$ cat config.mk
export PLATFORM = sky130hd
export DESIGN_NAME = bus_sched
export DESIGN_NICKNAME = d
export VERILOG_FILES = /design/src/rtl/bus_sched_pkg.sv /design/src/rtl/rr_pick.sv /design/src/rtl/bus_sched.sv
export SDC_FILE = /design/constraint.sdc
export NUM_CORES = 1
export LEC_CHECK = 0
export CORE_UTILIZATION = 25
export DETAILED_ROUTE_END_ITERATION = 8
export PLACE_DENSITY = 0.54
export SYNTH_ARGS = -nofsm -noshare
export SYNTH_HDL_FRONTEND = slang
export SYNTH_SLANG_ARGS = --single-unit
$ cat constraint.sdc
create_clock -name clk -period 2.35 [get_ports clk]
set_clock_uncertainty 0.15 [all_clocks]
set_input_delay 0.235 -clock clk [delete_from_list [all_inputs] [get_ports clk]]
set_output_delay 0.235 -clock clk [all_outputs]
set_load 0.005 [all_outputs]
$ cat src/rtl/bus_sched_pkg.sv
// bus_sched shared types and default sizing.
// Used by the scheduler RTL and its bench.
package bus_sched_pkg;

  typedef enum logic [1:0] {
    IDLE  = 2'd0,
    GRANT = 2'd1,
    TURN  = 2'd2
  } state_t;

  localparam int DEF_N_REQ      = 4;
  localparam int DEF_MAX_TENURE = 16;
  localparam int DEF_TURNAROUND = 1;

endpackage

$ cat src/rtl/rr_pick.sv
// Round-robin priority picker: first request after i_last, wrapping.
// Purely combinational.
module rr_pick #(
  parameter int N_REQ = 4
) (
  input  logic [N_REQ-1:0]         i_breq,
  input  logic [$clog2(N_REQ)-1:0] i_last,
  output logic [$clog2(N_REQ)-1:0] o_pick,
  output logic                     o_valid
);

  localparam int IW = $clog2(N_REQ);

  logic [IW-1:0] w_idx;

  // Scan farthest-first so the nearest request overwrites.
  always_comb begin
    o_pick  = '0;
    o_valid = 1'b0;
    w_idx   = '0;
    for (int i = N_REQ; i >= 1; i--) begin
      w_idx = IW'((int'(i_last) + i) % N_REQ);
      if (i_breq[w_idx]) begin
        o_pick  = w_idx;
        o_valid = 1'b1;
      end
    end
  end

endmodule

$ cat src/rtl/bus_sched.sv
// Round-robin bus scheduler with bounded tenure
// and a fixed idle turnaround between owners.
module bus_sched
  import bus_sched_pkg::*;
#(
  parameter int N_REQ      = DEF_N_REQ,
  parameter int MAX_TENURE = DEF_MAX_TENURE,
  parameter int TURNAROUND = DEF_TURNAROUND
) (
  input  logic                     clk,
  input  logic                     reset,
  input  logic [N_REQ-1:0]         breq,
  output logic [N_REQ-1:0]         grant,
  output logic [$clog2(N_REQ)-1:0] owner,
  output logic                     bus_busy,
  output logic                     timeout_err,
  input  logic                     scan_in0,
  input  logic                     scan_en,
  output logic                     scan_out0
);

  localparam int IW = $clog2(N_REQ);
  localparam int TW = $clog2(MAX_TENURE + 1);

  state_t           r_state, w_state_nx;
  logic [N_REQ-1:0] r_grant, w_grant_nx;
  logic [IW-1:0]    r_owner, w_owner_nx;
  logic [IW-1:0]    r_last, w_last_nx;
  logic [TW-1:0]    r_tenure, w_tenure_nx;
  logic [1:0]       r_turn, w_turn_nx;
  logic             r_tmo, w_tmo_nx;

  logic [IW-1:0]    w_pick;
  logic             w_valid;
  logic [N_REQ-1:0] w_onehot;
  logic             w_own_req;
  logic             w_expired;
  logic             w_unused_scan;

  rr_pick #(.N_REQ(N_REQ)) u_pick (
    .i_breq  (breq),
    .i_last  (r_last),
    .o_pick  (w_pick),
    .o_valid (w_valid)
  );

  assign w_onehot  = {{(N_REQ-1){1'b0}}, 1'b1} << w_pick;
  assign w_own_req = breq[r_owner];
  assign w_expired = (r_tenure == TW'(MAX_TENURE));

  always_comb begin
    w_state_nx  = r_state;
    w_grant_nx  = r_grant;
    w_owner_nx  = r_owner;
    w_last_nx   = r_last;
    w_tenure_nx = r_tenure;
    w_turn_nx   = r_turn;
    w_tmo_nx    = 1'b0;
    unique case (r_state)
      IDLE: begin
        if (w_valid) begin
          w_grant_nx  = w_onehot;
          w_owner_nx  = w_pick;
          w_tenure_nx = TW'(1);
          w_state_nx  = GRANT;
        end
      end
      GRANT: begin
        // Release wins over expiry, so no error when both coincide.
        if (!w_own_req || w_expired) begin
          w_grant_nx = '0;
          w_last_nx  = r_owner;
          w_turn_nx  = 2'(TURNAROUND - 1);
          w_tmo_nx   = w_own_req;
          w_state_nx = TURN;
        end else begin
          w_tenure_nx = r_tenure + TW'(1);
        end
      end
      TURN: begin
        if (r_turn != 2'd0) begin
          w_turn_nx = r_turn - 2'd1;
        end else if (w_valid) begin
          w_grant_nx  = w_onehot;
          w_owner_nx  = w_pick;
          w_tenure_nx = TW'(1);
          w_state_nx  = GRANT;
        end else begin
          w_state_nx = IDLE;
        end
      end
      default: begin
        w_grant_nx = '0;
        w_state_nx = IDLE;
      end
    endcase
  end

  always_ff @(posedge clk) begin
    if (reset) begin
      r_state  <= IDLE;
      r_grant  <= '0;
      r_owner  <= '0;
      r_last   <= IW'(N_REQ - 1);
      r_tenure <= '0;
      r_turn   <= '0;
      r_tmo    <= 1'b0;
    end else begin
      r_state  <= w_state_nx;
      r_grant  <= w_grant_nx;
      r_owner  <= w_owner_nx;
      r_last   <= w_last_nx;
      r_tenure <= w_tenure_nx;
      r_turn   <= w_turn_nx;
      r_tmo    <= w_tmo_nx;
    end
  end

  assign grant         = r_grant;
  assign owner         = r_owner;
  assign bus_busy      = |r_grant;
  assign timeout_err   = r_tmo;
  assign scan_out0     = 1'b0;
  assign w_unused_scan = scan_in0 ^ scan_en;

endmodule
# Word level (Yosys, flattened, before mapping)
# Cells that the tools add are included.
# Widths: inputs -> output; s select.
dict set report classes {
  n_eq_ne 8
  muxes 37
  shift 1
  addsub 6
  reduce_logical 15
  magnitude_cmp 5
  n_bitwise 2
}
# cell count
set op_table {}
lappend op_table {{$mux 2} 11}
lappend op_table {{$lt 2x3->1 const B} 5}
lappend op_table {{$mux 5} 3}
lappend op_table {{$pmux 5 s3} 1}
lappend op_table {{$mux 4} 3}
lappend op_table {{$pmux 4 s3} 1}
lappend op_table {{$bmux 1 s2} 5}
lappend op_table {{$mux 1} 10}
lappend op_table {{$reduce_and 3->1} 3}
lappend op_table {{$ne 2x2->1 const B} 4}
lappend op_table {{$pmux 2 s2} 2}
lappend op_table {{$pmux 2 s3} 1}
lappend op_table {{$reduce_and 2->1} 3}
lappend op_table {{$reduce_bool 2->1} 3}
lappend op_table {{$add 5x1->5 const B} 1}
lappend op_table {{$eq 5x5->1 const B} 1}
lappend op_table {{$add 2x1->2 const B} 2}
lappend op_table {{$add 2x2->2 const B} 2}
lappend op_table {{$reduce_or 4->1} 1}
lappend op_table {{$shl 1x2->4 const A} 1}
lappend op_table {{$reduce_bool 3->1} 1}
lappend op_table {{$reduce_or 3->1} 1}
lappend op_table {{$eq 2x1->1 const B} 1}
lappend op_table {{$eq 2x2->1 const B} 1}
lappend op_table {{6 further kinds} 7}
dict set report totals {
  inputBits 8
  output_inout_bits 9
  word_cells 81
  reg_bits 18
}

# Depth between registers and ports, before layout
# Gate-level depths: netlist of run 1.
dict set report logic_depth {
  word_depth 11
  ltp_mapped 6
  ltp_nobuf 6
}

# By module
# From an unflattened synthesis of run 1, not the netlist that was laid out.
dict set report unflattened {
  cells_unflattened 108
  area_unflattened_um2 944.7
}
# module cells_per_inst seq_area_each_um2 n_inst area_each_um2
set modules_own_cells {}
lappend modules_own_cells {bus_sched 94 360.3 1 853.3}
lappend modules_own_cells {rr_pick 14 0.0 1 91.3}

# Worst setup path after synthesis of run 1
# Ideal clock, no wire load.
dict set report synth_timing {
  path_kind {register to register}
  start {register r_tenure[0]}
  end {register r_tenure[1]}
  stages_incl_launch_ff 7
  t_required_ns 2.133
  period_less_slack_ns 1.926
  setup_ns 0.067
  path_buffers 0
  t_arrival_ns 1.708
  path_slack_ns 0.424
  cell_sequence {dfxtp_1 -> inv_1 -> ha_1 -> or4bb_4 -> and3_4 -> or3_1 -> a21oi_2}
}
dict set report synth_via {
  elab_chain_cells 4
  elab_cells_between_ends 7
  classes_between {add/sub: 1; eq/ne: 2; mux: 2; reduce/logical: 2}
}
# element line_no
set synth_lines {}
lappend synth_lines {{start: declaration} bus_sched.sv:29} ;# logic [TW-1:0] r_tenure, w_tenure_nx;
lappend synth_lines {{start signal: assignment} bus_sched.sv:113} ;# r_tenure <= w_tenure_nx;
lappend synth_lines {{parallel branches: the longest is 4 deep, another holds $add 5x1->5} --}
# Several ways; the timed one is not identified. The select of a mux whose other input is x is not followed.
# A chain may end at the register's enable or synchronous reset.

# Worst setup path after layout of run 1
# Same ends and word-level chain as after synthesis.

==> metrics.md, run 1 <==
| Metric | Value |
|---|---|
| Run status | finished, final reports clean |
| Complex-gate fraction of the synthesized area | 0.177 |
| Clock network fraction of total power | 0.232 |
| Sequential area share after synthesis | 0.406 |
| Worst min-delay path startpoint | grant[2] |
| DR WL/cell | 11.0 um |
| NumNets Final | 129 |
| FF-to-FF End | r_tenure[1] |
| Final hold violations | 0 |
| Max-Cap Viols | 0 |
| Net Sw Power | 176 uW |
| Clk sink count | 18 |
| Share of layout cells above drive strength 1 | 0.112 |
| Slew Limit Fails | 0 |
| Least-Margin Pin Slew | 535 ps |
| Final Setup Violations | 0 |
| Tcrit/Tclk final | 0.868 |
| Cells on worst reg2reg path | 6 |
| Worst path slowest cell | or4bb_4 |
| CTS root buf | clkbuf_4 |
| CORE AREA | 0.00336 mm2 |
| Die height | just over 60 um |
| Die ar. | around 0.0038 mm2 |
| Via count | 775 |
| Crit-path max FO | 5 |
| FILL cells | roughly 360 |
| Routed vias/inst | 4.78 |
| Reg-to-reg startpoint | r_tenure[0] |
| Initial antenna violation count | 0 |
| Synth Area in Adders | 0.0423 |
| Global-route usage over all layers | 0.113 |
| Commonest non-fill, non-tap cell in the layout | dfxtp_1 |
| Initial drt markers | 63 |
| Commonest cells after routing, fill and taps aside | dfxtp_1 (18), clkdlybuf4s50_1 (13), nor3_1 (8) |
| FF/Latch Area | 360 um2 |
| Diode count | 0 |
| Simple-gate share of the synthesized area | 0.273 |
| Syn Area/Cell | 9.16 um2 |
| Hpwl dp | 1.33 mm |
| Detailed Route WL | 1.79 mm |
| RSZ-0062 raised after global routing | false |
| CP max stage delay | 550 ps |
| Reg2Reg Setup Slack | roughly 310 ps |
| Area leader, netlist | dfxtp_1 |
| Worst-path clk slew | around 100 ps |
| Top Family by Delay on Critical Path | simple AND/OR/NAND/NOR gates |
| Post-CTS setup buffer count | 0 |
| Post-CTS sizing | 0 |
| CP arrival | 2120 ps |
| Drt first pass iters | 4 |
| CTS Buffer Depth | 2 |
| Worst-skew pair later-pin latency | approximately 290 ps |
| Worst-path cell chain | inv_1 -> ha_1 -> or4bb_4 -> and3_4 -> or3_1 -> a21oi_2 |
| Number of synthesized flops with an enable pin | 0 |
| WHS Endpoint | grant[2] |
| Layout Utilization | 0.336 |
| Post-Syn Nets | 108 |
| TritonCTS buffer count | 3 |
| Final Wtd Congestion | 0.696 |
| Routed Antenna Nets | 0 |
| Synth async-reset ratio | 0 |
| Max frequency | 490 MHz |
| Post-synthesis cell count | 97 |
| Int Power | around 470 uW |
| TritonCTS clock tree | done |
| Post-synth top area share | 0.406 |
| Starting Density | 0.264 |
| Synth area leaders | dfxtp_1 (41%), nor3_1 (4.5%), ha_1 (4.2%) |
| Layout area overhead | 27.0% |
| Synth warn | 0 |
| Flop pwr share | 0.539 |
| Worst setup SP type | register |
| I/O Buffers | 13 |
| Overflow after GRT | 0 |
| Sw frac | 0.274 |
| Number of global-route vias before repair | ~770 |
| Distinct cell type count after synthesis | 36 |
| Global-route wire length before repair | 3.13 mm |
| Die Wd | 61.6 um |
| Power Dens Cells | 570 mW/mm2 |
| Mapped cell area | around 890 um2 |
| Yosys reg bits | 18 |
| Req. time, crit path | about 2400 ps |
| Mux contribution to synthesized area | 0.0254 |
| VDD IR max | 420 uV |
| CTS H-tree depth | 1 |
| Pin count of the biggest net entering global routing | 19 |
| Xor/xnor share of the synthesized area | 0.0296 |
| CP Class | register to register |
| CTS Hold Bufs | 0 |
| Post-route DRC violation count | 0 |
| Area of the multi-input gates | roughly 500 um2 |
| IO Pins | 17 |
| Critical path buffer and inverter count | 1 |
| Setup TNS | 0 ps |
| Critical path endpoint category | register |
| Main combinational cell family by area after synthesis | simple AND/OR/NAND/NOR gates |
| Min-Delay Path Depth | 1 |
| Fin crit period | just over 2000 ps |
| Row count | 21 |
| Max_slew headroom | 0.640 |
| Ys flop type | dfxtp_1 |
| Leak Pwr | 0.401 nW |
| Hold WC Path Type | register to register |
| Combinational group share of total power | 0.229 |
==> kinds of logic after synthesis <==
family,count (synthesis)
buffers and inverters,9
and+or+nand+nor,40
xor gates and xnor gates,3
AOI/OAI and AO/OA,22
muxes,1
other,1
adders and majority gates,3
DFF,18
==> layer usage <==
metal  share of wire  GRT usage
met5               0          0
met1            0.51      0.138
met2            0.44      0.180
met3           0.045     0.0378
met4           0.011     0.0508
==> flip-flops by register name, summed over array words and instances, names as in the netlist <==
register / count
r_last: 2
timeout_err: 1
owner: 2
grant: 4
r_tenure: 5
r_turn: 2
r_state: 2
==> how the worst max path moves through the flow <==
stage / from / depth (start not counted) / slack [ps] / to
after floorplan: r_tenure[0] / 6 / 420 / r_tenure[1]
after global placement: breq[1] / 5 / 130 / r_tenure[1]
after detailed placement: breq[1] / 5 / 100 / r_tenure[1]
after CTS: r_tenure[0] / 6 / 320 / r_tenure[1]
after global routing: r_tenure[0] / 6 / 180 / r_tenure[1]
final: r_tenure[0] / 6 / 310 / r_tenure[1]
==> synth_stat cells, types with 2 or more instances <==
cell / count
nand2b_1: 2
nand3_1: 3
or2b_1: 4
a211oi_1: 3
nor3_1: 8
nand2_1: 2
xor2_1: 3
nor2b_1: 2
nand3b_1: 2
clkbuf_1: 2
a21oi_1: 7
nand4_1: 3
dfxtp_1: 18
nor4_1: 2
inv_1: 6
nor2_1: 6
ha_1: 3
a32o_1: 2
o2bb2ai_1: 2
==> per-stage QoR <==
step           cells  setup slack (ps)  instance area (um2)  total power, mW  hold WS [ps]
2_1_floorplan     97               424                  888            0.431           310
3_3_place_gp     159               126                 1110            0.500           319
3_5_place_dp     159              98.4                 1110            0.501           321
4_1_cts          162               320                 1130            0.652           338
5_1_grt          162               180                 1130            0.688           358
6_report         162               309                 1130            0.644           337
==> layout make-up <==
cell class              count  share of cell area
inverters                   6              0.0200
repair buffers             19               0.155
multi-input cells          70               0.435
well taps                  46              0.0510
flip-flops and latches     18               0.319
clock buffers               3              0.0200
==> power groups by stage <==
stage | Combinational (mW) | Sequential, mW | Clock [mW]
5_1_grt | 0.166 | 0.350 | 0.172
2_1_floorplan | 0.0817 | 0.349 | 0
3_3_place_gp | 0.147 | 0.353 | 0
3_5_place_dp | 0.148 | 0.354 | 0
6_report | 0.148 | 0.347 | 0.149
4_1_cts | 0.149 | 0.347 | 0.156
Note: power is estimated with default switching activity, not from simulation.
==> run 2, diff against run 1 <==
- clock period: 2.35 -> 2.3 ns (I/O delays scaled with it)
==> run 2 against run 1 <==
Net effect: critical path depth did not move; largest cell class unchanged; non-clock buffer count did not move; sequential share of layout area fell by 0.38 points; highest routed layer unchanged; die area did not move; critical endpoint unchanged; wire length rose by 3.8%; final cell count rose by 0.62%; setup slack got worse by 51 ps; sequential cell count did not move; core utilization rose by 0.41 points.
==> metrics.md, run 2 (synthesis results as in run 1) <==
| Metric | Value |
|---|---|
| Commonest non-fill, non-tap cell in the layout | dfxtp_1 |
| Power Dens Cells | 616 mW/mm2 (+8.0%) |
| NumNets Final | 129 (unchanged) |
| DR WL/cell | 11.4 um (+3.2%) |
| Overflow after GRT | 0 (unchanged) |
| Worst-path clk slew | 100 ps (about the same) |
| Share of layout cells above drive strength 1 | 0.120 (+0.00759) |
| IO Pins | 17 (unchanged) |
| Critical path endpoint category | register |
| RSZ-0062 raised after global routing | false |
| Initial antenna violation count | 0 (unchanged) |
| Worst path slowest cell | or4bb_4 |
| Global-route usage over all layers | 0.116 (+0.00338) |
| Hold WC Path Type | register to register |
| Final Wtd Congestion | 0.728 (+4.6%) |
| Routed vias/inst | 4.86 (+1.6%) |
| Initial drt markers | 52 (-17%) |
| FILL cells | 360 (+0.56%) |
| CTS root buf | clkbuf_4 |
| TritonCTS clock tree | done |
| Placed cell count | 159 (unchanged) |
| Routed Antenna Nets | 0 (unchanged) |
| Die Wd | 61.6 um (unchanged) |
| Max reg flops | 5 (unchanged) |
| Detailed Route WL | 1.86 mm (+3.8%) |
| Final worst slack | 259 ps (-50.8 ps) |
| Hpwl dp | 1.35 mm (+1.0%) |
| Drt first pass iters | 4 (unchanged) |
| CP max stage delay | 550 ps (about the same) |
| Final hold violations | 0 (unchanged) |
| CP Class | register to register |
| Req. time, crit path | 2390 ps (-40 ps) |
| CTS Hold Bufs | 0 (unchanged) |
| Setup TNS | 0 ps (unchanged) |
| Most flops, register | r_tenure |
| TritonCTS buffer count | 3 (unchanged) |
| Starting Density | 0.264 (unchanged) |
| Max_slew headroom | 0.622 (-0.0181) |
| CTS Buffer Depth | 2 (unchanged) |
| CP arrival | 2130 ps (about the same) |
| Post-CTS sizing | 0 (unchanged) |
| Fin crit period | 2040 ps (+0.758 ps) |
| Pin count of the biggest net entering global routing | 19 (unchanged) |
| VDD IR max | 251 uV (-40%) |
| Crit-path max FO | 5 (unchanged) |
| I/O Buffers | 13 (unchanged) |
| CORE AREA | 0.00336 mm2 (unchanged) |
| Max-Cap Viols | 0 (unchanged) |
| Slew Limit Fails | 0 (unchanged) |
| Commonest cells after routing, fill and taps aside | dfxtp_1 (18), clkdlybuf4s50_1 (13), nor3_1 (8) |
| Row count | 21 (unchanged) |
| Worst setup SP type | register |
| Die height | 61.6 um (unchanged) |
| Layout area overhead | 28.6% |
| Number of global-route vias before repair | 768 (+0.39%) |
| Least-Margin Pin Slew | 562 ps (+26.8 ps) |
| CTS H-tree depth | 1 (unchanged) |
| Worst-path cell chain | inv_1 -> ha_1 -> or4bb_4 -> and3_4 -> or3_1 -> a21oi_2 |
| Critical path buffer and inverter count | 1 (unchanged) |
| Run status | finished, final reports clean |
| Diode count | 0 (unchanged) |
| Dpl ws | 110 ps (+11.9 ps) |
| Tcrit/Tclk final | 0.888 (+0.0192) |
| Leak Pwr | 0.408 nW (+1.8%) |
| Die ar. | 0.00380 mm2 (unchanged) |
| Post-route insts no fill | 163 (+0.62%) |
| Reg2Reg Setup Slack | 260 ps (-50 ps) |
| Top Family by Delay on Critical Path | simple AND/OR/NAND/NOR gates |
| Post-CTS setup buffer count | 0 (unchanged) |
| Clk sink count | 18 (unchanged) |
| Final Setup Violations | 0 (unchanged) |
| Global-route wire length before repair | 3.20 mm (+2.4%) |
| Worst-skew pair later-pin latency | 290 ps (about the same) |
| Max frequency | 490 MHz (about the same) |
| Post-route DRC violation count | 0 (unchanged) |
| Via count | 792 (+2.2%) |
| WHS | 332 ps (-4.63 ps) |
## run 2: cell count changes in the layout (fill, tap and decap cells not counted)
cell,change
clkbuf_8,+1
## run 2: area by class of cell
| class | instances | area, um2 | area share |
|---|---|---|---|
| inverters | 6 | 22.5 | 0.0197 |
| multi-input cells | 70 | 490 | 0.429 |
| clock buffers | 4 | 36.3 | 0.0318 |
| flip-flops and latches | 18 | 360 | 0.315 |
| repair buffers | 19 | 175 | 0.153 |
| well taps | 46 | 57.6 | 0.0504 |
## run 2: worst register-to-register path: cells and delay by family (launching register included)
kind | cells | cell delay (ps)
fa+ha+maj | 1 | 140
buf+inv | 1 | 70
compound gates | 1 | 130
simple gates | 3 | 1130
flops | 1 | 370
## run 2: final timing paths
kind | startpoint | end | depth (start not counted)
max reg2reg | r_tenure[0] | r_tenure[1] | 6
min reg2reg | grant[2] | grant[2] | 1
min | grant[2] | grant[2] | 1
max | r_tenure[0] | r_tenure[1] | 6
## run 2: where the power goes
group,internal (mW),switching (mW)
logic,0.0864,0.0690
registers,0.333,0.0209
clock network,0.0965,0.0982
## run 2: routing by layer
metal  vias to the layer above  track usage  share of wire
li1                        399            -              -
met1                       372        0.137           0.50
met2                        19        0.198           0.44
met3                         2       0.0441          0.052
met4                         0       0.0286         0.0070
met5                         -            0              0
## run 2: metrics by stage
step | total power [mW] | area (um2) | util
floorplan | 0.440 | 888 | -
global placement | 0.513 | 1110 | 0.329
global route | 0.746 | 1140 | 0.340
detailed placement | 0.517 | 1110 | 0.329
CTS | 0.713 | 1140 | 0.340
finish | 0.704 | 1140 | 0.340
==> run 3, diff against run 2 <==
- PLACE_DENSITY: 0.54 -> 0.48
==> run 3 against run 2 <==
Net effect: non-clock buffer count stayed put; clock power hardly changed; cell area stayed put; setup slack better by 12 ps; combinational power hardly changed; global-route usage is 0.56 points lower; die area stayed put; critical endpoint unchanged; worst hold slack hardly changed; critical path type unchanged; critical path depth stayed put; largest power group unchanged; first-iteration DRC count is 69% lower.
==> metrics.md, run 3 (synthesis results as in run 1) <==
| Metric | Value |
|---|---|
| Run status | finished, final reports clean |
| Die ar. | 0.00380 mm2 (unchanged) |
| Fin crit period | 2030 ps (-11.5 ps) |
| CTS Hold Bufs | 0 (unchanged) |
| Layout area overhead | 28.6% (unchanged) |
| Post-route DRC violation count | 0 (unchanged) |
| Die Wd | 61.6 um (unchanged) |
| Global-route usage over all layers | 0.111 (-0.00556) |
| Slew Limit Fails | 0 (unchanged) |
| Pin count of the biggest net entering global routing | 19 (unchanged) |
| Initial antenna violation count | 0 (unchanged) |
| Via count | 764 (-3.5%) |
| CP arrival | 2110 ps (-20 ps) |
| Crit-path max FO | 5 (unchanged) |
| Max reg flops | 5 (unchanged) |
| WHS | 333 ps (+0.366 ps) |
| Share of layout cells above drive strength 1 | 0.120 (unchanged) |
| Commonest cells after routing, fill and taps aside | dfxtp_1 (18), clkdlybuf4s50_1 (13), nor3_1 (8) |
| Max-Cap Viols | 0 (unchanged) |
| Area of the multi-input gates | 490 um2 (unchanged) |
| Placed Area | 0.00111 mm2 (unchanged) |
| Commonest non-fill, non-tap cell in the layout | dfxtp_1 |
| TritonCTS clock tree | done |
| Post-CTS sizing | 0 (unchanged) |
| Overflow after GRT | 0 (unchanged) |
| Dpl ws | 30.8 ps (-79.5 ps) |
| RSZ-0062 raised after global routing | false |
| Row count | 21 (unchanged) |
| Total power | 698 uW (-0.77%) |
| WL met2 | 779 um (-5.2%) |
| Final Setup Violations | 0 (unchanged) |
| Most flops, register | r_tenure |
| Hold WC Path Type | register to register |
| Max frequency | 493 MHz (+0.57%) |
| Least-Margin Pin Slew | 634 ps (+71.7 ps) |
| IO Pins | 17 (unchanged) |
| Diode count | 0 (unchanged) |
| TritonCTS buffer count | 3 (unchanged) |
| I/O Buffers | 13 (unchanged) |
| Leak Pwr | 0.408 nW (unchanged) |
| Starting Density | 0.264 (unchanged) |
| Worst-skew pair later-pin latency | 290 ps (about the same) |
| Global-route wire length before repair | 3.07 mm (-4.1%) |
| Hpwl dp | 1.45 mm (+7.9%) |
| Post-route cell area | 0.00114 mm2 (unchanged) |
| Drt first pass iters | 4 (unchanged) |
| Metal3 WL | 76 um (-21%) |
| Worst setup SP type | register |
| Tcrit/Tclk final | 0.882 (-0.00502) |
| CORE AREA | 0.00336 mm2 (unchanged) |
| Max_slew headroom | 0.574 (-0.0476) |
| VDD IR max | 255 uV (+1.5%) |
| Routed Antenna Nets | 0 (unchanged) |
| Final Wtd Congestion | 0.748 (+2.7%) |
| CTS Buffer Depth | 2 (unchanged) |
| Number of global-route vias before repair | 709 (-7.7%) |
| CP max stage delay | 550 ps (about the same) |
| Uppermost layer routed | met4 |
| Critical path endpoint category | register |
| Worst path slowest cell | or4bb_4 |
| Worst-path clk slew | 110 ps (about the same) |
| Final hold violations | 0 (unchanged) |
| Setup TNS | 0 ps (unchanged) |
| Clk sink count | 18 (unchanged) |
| Detailed Route WL | 1.86 mm (unchanged) |
| Wl on met1 | 985 um (+6.4%) |
| CTS root buf | clkbuf_4 |
| CTS H-tree depth | 1 (unchanged) |
| DR WL/cell | 11.4 um (unchanged) |
| Post-CTS setup buffer count | 0 (unchanged) |
| NumNets Final | 129 (unchanged) |
| Req. time, crit path | 2380 ps (about the same) |
| FILL cells | 382 (+6.1%) |
| Die height | 61.6 um (unchanged) |
| Worst-path cell chain | inv_1 -> ha_1 -> or4bb_4 -> and3_4 -> or3_1 -> a21oi_2 |
| CP Class | register to register |
| Final worst slack | 270 ps (+11.5 ps) |
| Initial drt markers | 16 (-69%) |
| FF/Latch Area | 360 um2 (unchanged) |
| Routed vias/inst | 4.69 (-3.5%) |
| Power Dens Cells | 611 mW/mm2 (-0.77%) |
-- run 3: cell counts in the layout (fill, tap and decap cells not counted) --
No cell type changed its count.
-- run 3: report_power, final --
group / leakage (nW) / internal (mW) / switching, mW / total, mW
sequential: 0.147 / 0.333 / 0.0212 / 0.354
clock: 0.0210 / 0.0963 / 0.0963 / 0.193
combinational: 0.240 / 0.0842 / 0.0676 / 0.152
-- run 3: worst paths after layout --
path / startpoint / to / slack [ps] / depth (start not counted)
worst max-delay path: r_tenure[0] / r_tenure[1] / 270 / 6
worst min-delay path: grant[2] / grant[2] / 330 / 1
worst max register to register: r_tenure[0] / r_tenure[1] / 270 / 6
worst min register to register: grant[2] / grant[2] / 330 / 1
-- run 3: final cells by class --
type                    count  share of cell area
multi-input cells          70               0.429
flip-flops and latches     18               0.315
repair buffers             19               0.153
well taps                  46              0.0504
clock buffers               4              0.0318
inverters                   6              0.0197
-- run 3: per-layer routing --
metal	vias to the layer above	GRT usage
li1	398	-
met1	347	0.164
met2	17	0.155
met3	2	0.0252
met4	0	0.0381
met5	-	0
-- run 3: critical path, delay by kind of cell (launching register included) --
kind	cells	cell delay (ps)
AOI/OAI and AO/OA	1	130
buffers and inverters	1	70
adders and majority gates	1	140
and+or+nand+nor	3	1130
DFF	1	360
-- run 3: stage by stage --
step / std cells / util
floorplan: 97 / -
CTS: 163 / 0.340
detailed placement: 159 / 0.329
global placement: 159 / 0.329
finish: 163 / 0.340
global route: 163 / 0.340
